[src/rtl/chan_select_encoder_if.sv]
// Select/enable bus between the channel-select encoder and its decode consumer.
// The encoder uses the master modport and the decode side uses the slave modport.
interface chan_select_encoder_if;
  logic [1:0] key;
  logic [7:0] pend;
  logic       advance;
  logic [2:0] sel;
  logic [1:0] enc_en;
  logic       valid;
  logic       timeout;
  logic [7:0] grant_cnt;

  modport master (
    input  key, pend, advance,
    output sel, enc_en, valid, timeout, grant_cnt
  );

  modport slave (
    output key, pend, advance,
    input  sel, enc_en, valid, timeout, grant_cnt
  );
endinterface

[src/rtl/chan_select_encoder.sv]
// Round-robin 8-channel grant encoder driving a 3-bit select and a key-masked enable pair.
// Each grant is held until the consumer advances, the request drops, or the hold timer expires.
module chan_select_encoder #(
  parameter int TIMEOUT = 15,
  parameter int TO_W    = 4
) (
  input logic             clk,
  input logic             rst,
  chan_select_encoder_if.master bus
);

  typedef enum logic {IDLE, GRANT} state_t;

  state_t            state, state_nxt;
  logic [2:0]        ptr;
  logic [2:0]        sel_q;
  logic [1:0]        key_q;
  logic [TO_W-1:0]   hold;
  logic [7:0]        cnt;
  logic              timeout_q;
  logic [2:0]        winner;
  logic [2:0]        idx;
  logic              found;
  logic              adv_fire;
  logic              wd_fire;
  logic              to_fire;
  logic              valid_c;
  logic [1:0]        enc_en_c;

  // Scan starts one past the last served channel so a busy channel cannot starve the rest.
  always_comb begin
    winner = ptr;
    found  = 1'b0;
    idx    = ptr;
    for (int i = 1; i <= 8; i++) begin
      idx = ptr + 3'(i);
      if (!found && bus.pend[idx]) begin
        winner = idx;
        found  = 1'b1;
      end
    end
  end

  always_comb begin
    adv_fire = (state == GRANT) && bus.advance;
    wd_fire  = (state == GRANT) && !bus.advance && !bus.pend[sel_q];
    to_fire  = (state == GRANT) && !bus.advance && bus.pend[sel_q] &&
               (hold == TO_W'(TIMEOUT - 1));
  end

  always_ff @(posedge clk or posedge rst) begin
    if (rst) state <= IDLE;
    else     state <= state_nxt;
  end

  always_comb begin
    state_nxt = state;
    case (state)
      IDLE:    if (found) state_nxt = GRANT;
      GRANT:   if (adv_fire || wd_fire || to_fire) state_nxt = IDLE;
      default: state_nxt = IDLE;
    endcase
  end

  // A withdrawn request leaves ptr alone, so that channel keeps its place in the rotation.
  always_ff @(posedge clk or posedge rst) begin
    if (rst) begin
      ptr       <= 3'd7;
      sel_q     <= 3'd0;
      key_q     <= 2'b00;
      hold      <= '0;
      cnt       <= 8'd0;
      timeout_q <= 1'b0;
    end else begin
      timeout_q <= 1'b0;
      case (state)
        IDLE: begin
          if (found) begin
            sel_q <= winner;
            key_q <= bus.key;
            hold  <= '0;
          end
        end
        GRANT: begin
          if (adv_fire) begin
            ptr <= sel_q;
            cnt <= cnt + 8'd1;
          end else if (wd_fire) begin
            hold <= '0;
          end else if (to_fire) begin
            ptr       <= sel_q;
            timeout_q <= 1'b1;
          end else begin
            hold <= hold + 1'b1;
          end
        end
        default: ;
      endcase
    end
  end

  always_comb begin
    valid_c  = (state == GRANT);
    enc_en_c = valid_c ? key_q : ~bus.key;
  end

  assign bus.valid     = valid_c;
  assign bus.enc_en    = enc_en_c;
  assign bus.sel       = sel_q;
  assign bus.timeout   = timeout_q;
  assign bus.grant_cnt = cnt;

endmodule

[src/flat_wrapper.sv]
// flat-port wrapper written by rule: the top's interface ports become plain ports
module chan_select_encoder_flat 
#(
  parameter int TIMEOUT = 15,
  parameter int TO_W    = 4
)
  (clk, rst, bus_key, bus_pend, bus_advance, bus_sel, bus_enc_en, bus_valid, bus_timeout, bus_grant_cnt);
  chan_select_encoder_if bus_i ();
  input logic clk;
  input logic rst;
  input wire logic [$bits(bus_i.key)-1:0] bus_key;
  input wire logic [$bits(bus_i.pend)-1:0] bus_pend;
  input wire logic [$bits(bus_i.advance)-1:0] bus_advance;
  output wire logic [$bits(bus_i.sel)-1:0] bus_sel;
  output wire logic [$bits(bus_i.enc_en)-1:0] bus_enc_en;
  output wire logic [$bits(bus_i.valid)-1:0] bus_valid;
  output wire logic [$bits(bus_i.timeout)-1:0] bus_timeout;
  output wire logic [$bits(bus_i.grant_cnt)-1:0] bus_grant_cnt;
  assign bus_i.key = bus_key;
  assign bus_i.pend = bus_pend;
  assign bus_i.advance = bus_advance;
  assign bus_sel = bus_i.sel;
  assign bus_enc_en = bus_i.enc_en;
  assign bus_valid = bus_i.valid;
  assign bus_timeout = bus_i.timeout;
  assign bus_grant_cnt = bus_i.grant_cnt;
  chan_select_encoder #(.TIMEOUT(TIMEOUT), .TO_W(TO_W)) u_core (.clk(clk), .rst(rst), .bus(bus_i));
endmodule
[config.mk]
export PLATFORM = sky130hd
export DESIGN_NAME = chan_select_encoder_flat
export DESIGN_NICKNAME = d
export VERILOG_FILES = /design/src/rtl/chan_select_encoder_if.sv /design/src/rtl/chan_select_encoder.sv /design/src/flat_wrapper.sv
export SDC_FILE = /design/constraint.sdc
export NUM_CORES = 1
export LEC_CHECK = 0
export BUFFER_PORTS_ARGS = -buffer_cell sky130_fd_sc_hd__buf_4
export CORE_MARGIN = 2
export CORE_UTILIZATION = 45
export DETAILED_ROUTE_END_ITERATION = 7
export GPL_ROUTABILITY_DRIVEN = 0
export GPL_TIMING_DRIVEN = 0
export PLACE_DENSITY = 0.71
export SLEW_MARGIN = 20
export SYNTH_ARGS = -nofsm -noshare
export SYNTH_HDL_FRONTEND = slang
export SYNTH_SLANG_ARGS = --single-unit
export TNS_END_PERCENT = 1
[constraint.sdc]
create_clock -name clk -period 4.7 [get_ports clk]
set_input_delay 0.94 -clock clk [delete_from_list [all_inputs] [get_ports clk]]
set_output_delay 0.94 -clock clk [all_outputs]
set_load 0.005 [all_outputs]
==> results of run 1 <==
## per-layer routing
layer | part of all wire, % | vias to the layer above | global-route usage (%)
met3 | 4.1 | 4 | 3.38
li1 | - | 806 | -
met4 | 0.67 | 0 | 4.19
met5 | 0 | - | 0
met1 | 49 | 803 | 28.9
met2 | 46 | 39 | 28.1
## cell type report
type | instances | area (um2) | share of cell area, %
plain buffers | 11 | 91.3 | 3.79
clock buffers | 3 | 41.3 | 1.71
clock inverters | 1 | 30.0 | 1.25
inverters | 12 | 45.0 | 1.87
multi-input cells | 153 | 1380 | 57.2
flip-flops and latches | 22 | 554 | 23.0
well taps | 52 | 65.1 | 2.70
repair buffers | 27 | 203 | 8.42
## state kept, by name, indices dropped and copies added (netlist names)
register              count
u_core.bus.timeout        1
u_core.bus.valid          1
u_core.bus.grant_cnt      8
u_core.key_q              2
u_core.hold               4
u_core.bus.sel            3
u_core.ptr                3
## final timing paths
path | start | to | slack [ps]
hold / removal | u_core.bus.grant_cnt[7] | u_core.bus.grant_cnt[7] | 480
hold reg to reg | u_core.bus.grant_cnt[7] | u_core.bus.grant_cnt[7] | 480
setup reg to reg | u_core.ptr[0] | u_core.key_q[1] | 890
min in group asynchronous | rst | u_core.hold[3] | 850
setup / recovery | u_core.ptr[0] | u_core.key_q[1] | 890
max in group asynchronous | rst | u_core.key_q[1] | 3330
## worst max-delay path, delay by kind of cell (launching register included)
family	cells	cell delay, ps
AO/OA/AOI/OAI	1	180
adder cells (fa/ha/maj)	1	460
buffers and inverters	4	680
flip-flops	1	550
multiplexers	3	1180
AND/OR/NAND/NOR	3	640
## metrics by stage
stage / hold slack [ps] / total power, mW / worst slack [ps]
5_1_grt: 521 / 2.01 / 730
2_1_floorplan: 468 / 1.38 / 1250
3_3_place_gp: 462 / 1.66 / 981
6_report: 481 / 1.86 / 891
4_1_cts: 478 / 1.86 / 896
3_5_place_dp: 467 / 1.68 / 912
## report_power, final
part / total, mW / switching, mW / internal (mW)
Sequential: 0.353 / 0.0785 / 0.275
Combinational: 1.33 / 0.678 / 0.654
Clock: 0.179 / 0.0651 / 0.114
## cells in the final DEF (no fill, tap or decap), types with 3 or more instances in the layout
| master | netlist | routed |
|---|---|---|
| buf_4 | 3 | 30 |
| nand2_1 | 21 | 21 |
| dfrtp_1 | 19 | 19 |
| mux2i_1 | 14 | 14 |
| inv_1 | 11 | 11 |
| mux4_2 | 10 | 10 |
| a21oi_1 | 9 | 9 |
| mux2_2 | 8 | 8 |
| o21ai_0 | 7 | 7 |
| xnor2_1 | 6 | 6 |
| nor2_1 | 6 | 6 |
| nand3_1 | 6 | 6 |
| buf_6 | 5 | 5 |
| mux2_4 | 5 | 5 |
| xor2_1 | 5 | 5 |
| ha_1 | 5 | 5 |
| o211ai_1 | 3 | 3 |
| mux4_1 | 3 | 3 |
| nand2b_1 | 3 | 3 |
| a21o_1 | 3 | 3 |
| nand4_1 | 3 | 3 |
| clkbuf_8 | 0 | 3 |
| dfstp_2 | 3 | 3 |
## logic make-up (layout without fill, tap and decap cells)
logic type,Yosys count,after routing
AOI/OAI and AO/OA,44,44
xor gates and xnor gates,11,11
adders and majority gates,5,5
buffers and inverters,23,54
DFF,22,22
muxes,40,40
and+or+nand+nor,53,53
==> metrics.txt, run 1 <==
slowest CP cell mux4_2; crit-path most repeated cell buf_6; Netlist Area Pre-Place 0.00207 mm2; TritonCTS Buffers 3; Max-Cap Viols 0; fin util 54.9%; worst skew pair latency 270 ps; via count roughly 1700; share of post-route cells with drive strength above 1 around 32%; ys async rst share 100%; Fin. Hold Viols 0; VDD IR max between 0.4 and 0.5 mV; num ports 28; clock root buffer clkbuf_8; number of port buffers 27; Fin Clk Skew 1.65 ps; top cells by count, synth nand2_1 (21), dfrtp_1 (19), mux2i_1 (14), inv_1 (11), mux4_2 (10); Crit. End Element register; CP Launch Type register; Placed Instances 277; Core Region 0.00438 mm2; Final Instance Count excl. Fillers 281; routed vias/inst 5.88; CTS H-tree lvls 1; Synth area leaders dfrtp_1 (23%), mux4_2 (11%), mux2i_1 (6.8%), mux2_2 (4.4%), dfstp_2 (3.8%); Compound-Gate Fraction of Synth Area 15.8%; final net count 248; Post-synth EDFFs 0; most area-hungry cell type in the Yosys netlist dfrtp_1; DR iter-0 viols 76; antenna violations before repair 0; initial core utilization 47.2%; R2R cell count 12; Ant. Diodes 0; Global Route Usage Sum a little under a fifth; post-CTS setup buffers 0; critical path, cell by cell buf_6, buf_6, clkinv_1, ha_1, buf_6, mux2_4, mux4_2, nor4_4, o211ai_4, nor2_4, nor2_4, mux2_4; Peak Freq about 260 MHz; share of the synthesized area in the top cell type 23.0%; Mapped Cells 198; sequential area share after synthesis 26.8%; CP arrival 3960 ps; pin count of the biggest net entering global routing 23; Final min period approximately 3800 ps; Slew @ Worst Pin between 800 and 900 ps; main combinational cell family by area after synthesis multiplexers; Worst Setup Path Type reg -> reg; Final Setup Violations 0; sum of negative setup slack 0 ps; # hold bufs at CTS 0; Routed Antenna Nets 0; synth unique cells 53; dpl hpwl between 3000 and 4000 um; Seq cells post-synth 22; Tcrit/Tclk final about four fifths; clk slew on worst S/H paths 80 ps; post-synthesis simple-gate area fraction 13.7%; Syn Nets 216; Yosys warnings 0; number of core rows 24; FILL cells 400; total wire length ~4600 um; Area after DPL 0.00234 mm2; total die area 0.00516 mm2; P_leak 1.05 nW; Synth Area in Adders 3.02%; vias in the first global route 1553; hold path depth 1; most frequent cell after synthesis nand2_1; total gr overflow 0; outcome finished clean; Routed wire per std cell ~16 um; design area 0.00241 mm2; Clock Path Buffers 2; Area Overhead vs Synth 16.4%; Die Ht 71.8 um; RSZ-0062 raised after global routing false; max incr delay on CP 570 ps; proportion of synthesized area in mux cells 29.4%; TritonCTS clock tree yes; Final Max Tran Viols 0; Min-Delay Path Class reg -> reg; Sink Count 22; PostCTS Resize Cnt 0; drt first pass iters 4; Crit Path Max Fanout 10; DRC 0; top_reg_cell synth dfrtp_1; pwr/cell area 774 mW/mm2; first-pass GRT wire length 7740 um; die width 71.8 um; XOR/XNOR Fraction of Synth Area 4.66%; Slew headroom 42.6%; WP data required 4850 ps; Mapped Avg Cell Area 10.5 um2
No activity file was read; power rests on OpenSTA's default activity.
==> run 2: changes to the inputs <==
==> constraint.sdc (replaced) <==
create_clock -name clk -period 3.9 [get_ports clk]
set_input_delay 0.78 -clock clk [delete_from_list [all_inputs] [get_ports clk]]
set_output_delay 0.78 -clock clk [all_outputs]
set_load 0.005 [all_outputs]
==> metrics.txt, run 2 (synthesis results as in run 1) <==
commonest non-fill, non-tap cell in the layout buf_4; Area after DPL 0.00234 mm2 (unchanged); antenna violations before repair 0 (unchanged); clk slew on worst S/H paths 80 ps (about the same); Placed Instances 277 (unchanged); Global Route Usage Sum 18.9% (unchanged); share of post-route cells with drive strength above 1 33.6% (+1.3 points); VDD IR max 0.578 mV (+22%); Core Region 0.00438 mm2 (unchanged); Tcrit/Tclk final 96.2% (+15 points); P_leak 1.05 nW (about the same); routed vias/inst 5.91 (+0.48%); Fin Clk Skew 1.30 ps (-0.350 ps); WP data required 4060 ps (-790 ps); initial core utilization 47.2% (unchanged); Routed wire per std cell 16.4 um (+0.26%); vias in the first global route 1553 (unchanged); num ports 28 (unchanged); Worst Setup Path Type reg -> reg; Crit Path Max Fanout 10 (unchanged); top sig layer met4; Area Overhead vs Synth 17.0%; total wire length 4610 um (+0.26%); Min-Delay Path Class reg -> reg; WL met1 2270 um (+1.1%); RSZ-0062 raised after global routing false; via count 1660 (+0.48%); outcome finished clean; Routed Antenna Nets 0 (unchanged); slowest CP cell mux4_1; TritonCTS Buffers 3 (unchanged); DR iter-0 viols 99 (+30%); dpl hpwl 3570 um (unchanged); CTS H-tree lvls 1 (unchanged); number of flip-flops in the largest register 8 (unchanged); Slew headroom 42.6% (about the same); Clock Path Buffers 2 (unchanged); Final min period 3750 ps (-57.1 ps); number of core rows 24 (unchanged); number of port buffers 27 (unchanged); commonest non-fill, non-tap cells in the layout buf_4 (30), nand2_1 (21), dfrtp_1 (19), mux2i_1 (14), inv_1 (11); Final Instance Count excl. Fillers 281 (unchanged); pin count of the biggest net entering global routing 23 (unchanged); pwr/cell area 937 mW/mm2 (+21%); post-CTS setup buffers 0 (unchanged); drt first pass iters 4 (unchanged); crit path setup slack, layout 149 ps (-743 ps); Detail Route met2 WL 2120 um (-0.47%); FILL cells 400 (unchanged); Final Setup Violations 0 (unchanged); Crit. End Element register; met3 WL post-DR 186 um (-1.6%); final hold slack 481 ps (+0.00200 ps); max incr delay on CP 660 ps (+90 ps); Ant. Diodes 0 (unchanged); CP Launch Type register; Final Max Tran Viols 0 (unchanged); total gr overflow 0 (unchanged); Peak Freq 267 MHz (+1.5%); Die Ht 71.8 um (unchanged); worst skew pair latency 270 ps (about the same); total die area 0.00516 mm2 (unchanged); CP arrival 3910 ps (-50 ps); critical path, cell by cell buf_6, buf_6, clkinv_1, ha_2, mux4_1, mux2_2, nor4_4, o211ai_4, nor2_4, nor2_4, mux2_4; total power 2.27 mW (+22%); clock root buffer clkbuf_8; Max-Cap Viols 0 (unchanged); DRC 0 (unchanged); Fin. Hold Viols 0 (unchanged); Slew @ Worst Pin 860 ps (+0.431 ps); Place WS 112 ps (-800 ps); TritonCTS clock tree yes; Sink Count 22 (unchanged); first-pass GRT wire length 7740 um (unchanged); die width 71.8 um (unchanged); fin util 55.2% (+0.29 points); sum of negative setup slack 0 ps (unchanged); design area 0.00242 mm2 (+0.52%); final net count 248 (unchanged)
[run 2: routing by layer]
layer | GRT usage [%] | vias up
met3 | 3.38 | 4
li1 | - | 808
met5 | 0 | -
met4 | 4.19 | 0
met1 | 28.9 | 811
met2 | 28.1 | 37
[run 2: timing repair]
action	CTS	global route
gates resized for setup	0	3
hold buffers	0	0
setup endpoints to repair	0	5
[run 2: final cells by class]
type                    instances  area [um2]  share of cell area [%]
plain buffers                  11        91.3                    3.77
clock buffers                   3        41.3                    1.71
clock inverters                 1        30.0                    1.24
inverters                      12        45.0                    1.86
multi-input cells             153        1390                    57.5
flip-flops and latches         22         554                    22.9
well taps                      52        65.1                    2.69
repair buffers                 27         203                    8.37
[run 2: worst max-delay path, delay by kind of cell, from the launching register on]
kind                       cells  cell delay (ps)
DFF                            1              550
AOI/OAI and AO/OA              1              180
muxes                          3             1350
adders and majority gates      1              450
and+or+nand+nor                3              610
buffers and inverters          3              490
[run 2: path summary, 6_finish.rpt]
check	from	end	slack [ps]	cells after the start
max	u_core.ptr[0]	u_core.key_q[0]	150	11
min	u_core.bus.grant_cnt[7]	u_core.bus.grant_cnt[7]	480	1
max reg2reg	u_core.ptr[0]	u_core.key_q[0]	150	11
min reg2reg	u_core.bus.grant_cnt[7]	u_core.bus.grant_cnt[7]	480	1
max in group asynchronous	rst	u_core.key_q[1]	2690	2
min in group asynchronous	rst	u_core.bus.grant_cnt[7]	690	2
[run 2: where the power goes]
part	switching, mW	internal [mW]	total (mW)
Sequential	0.0945	0.331	0.425
Clock	0.0783	0.137	0.215
Combinational	0.832	0.795	1.63
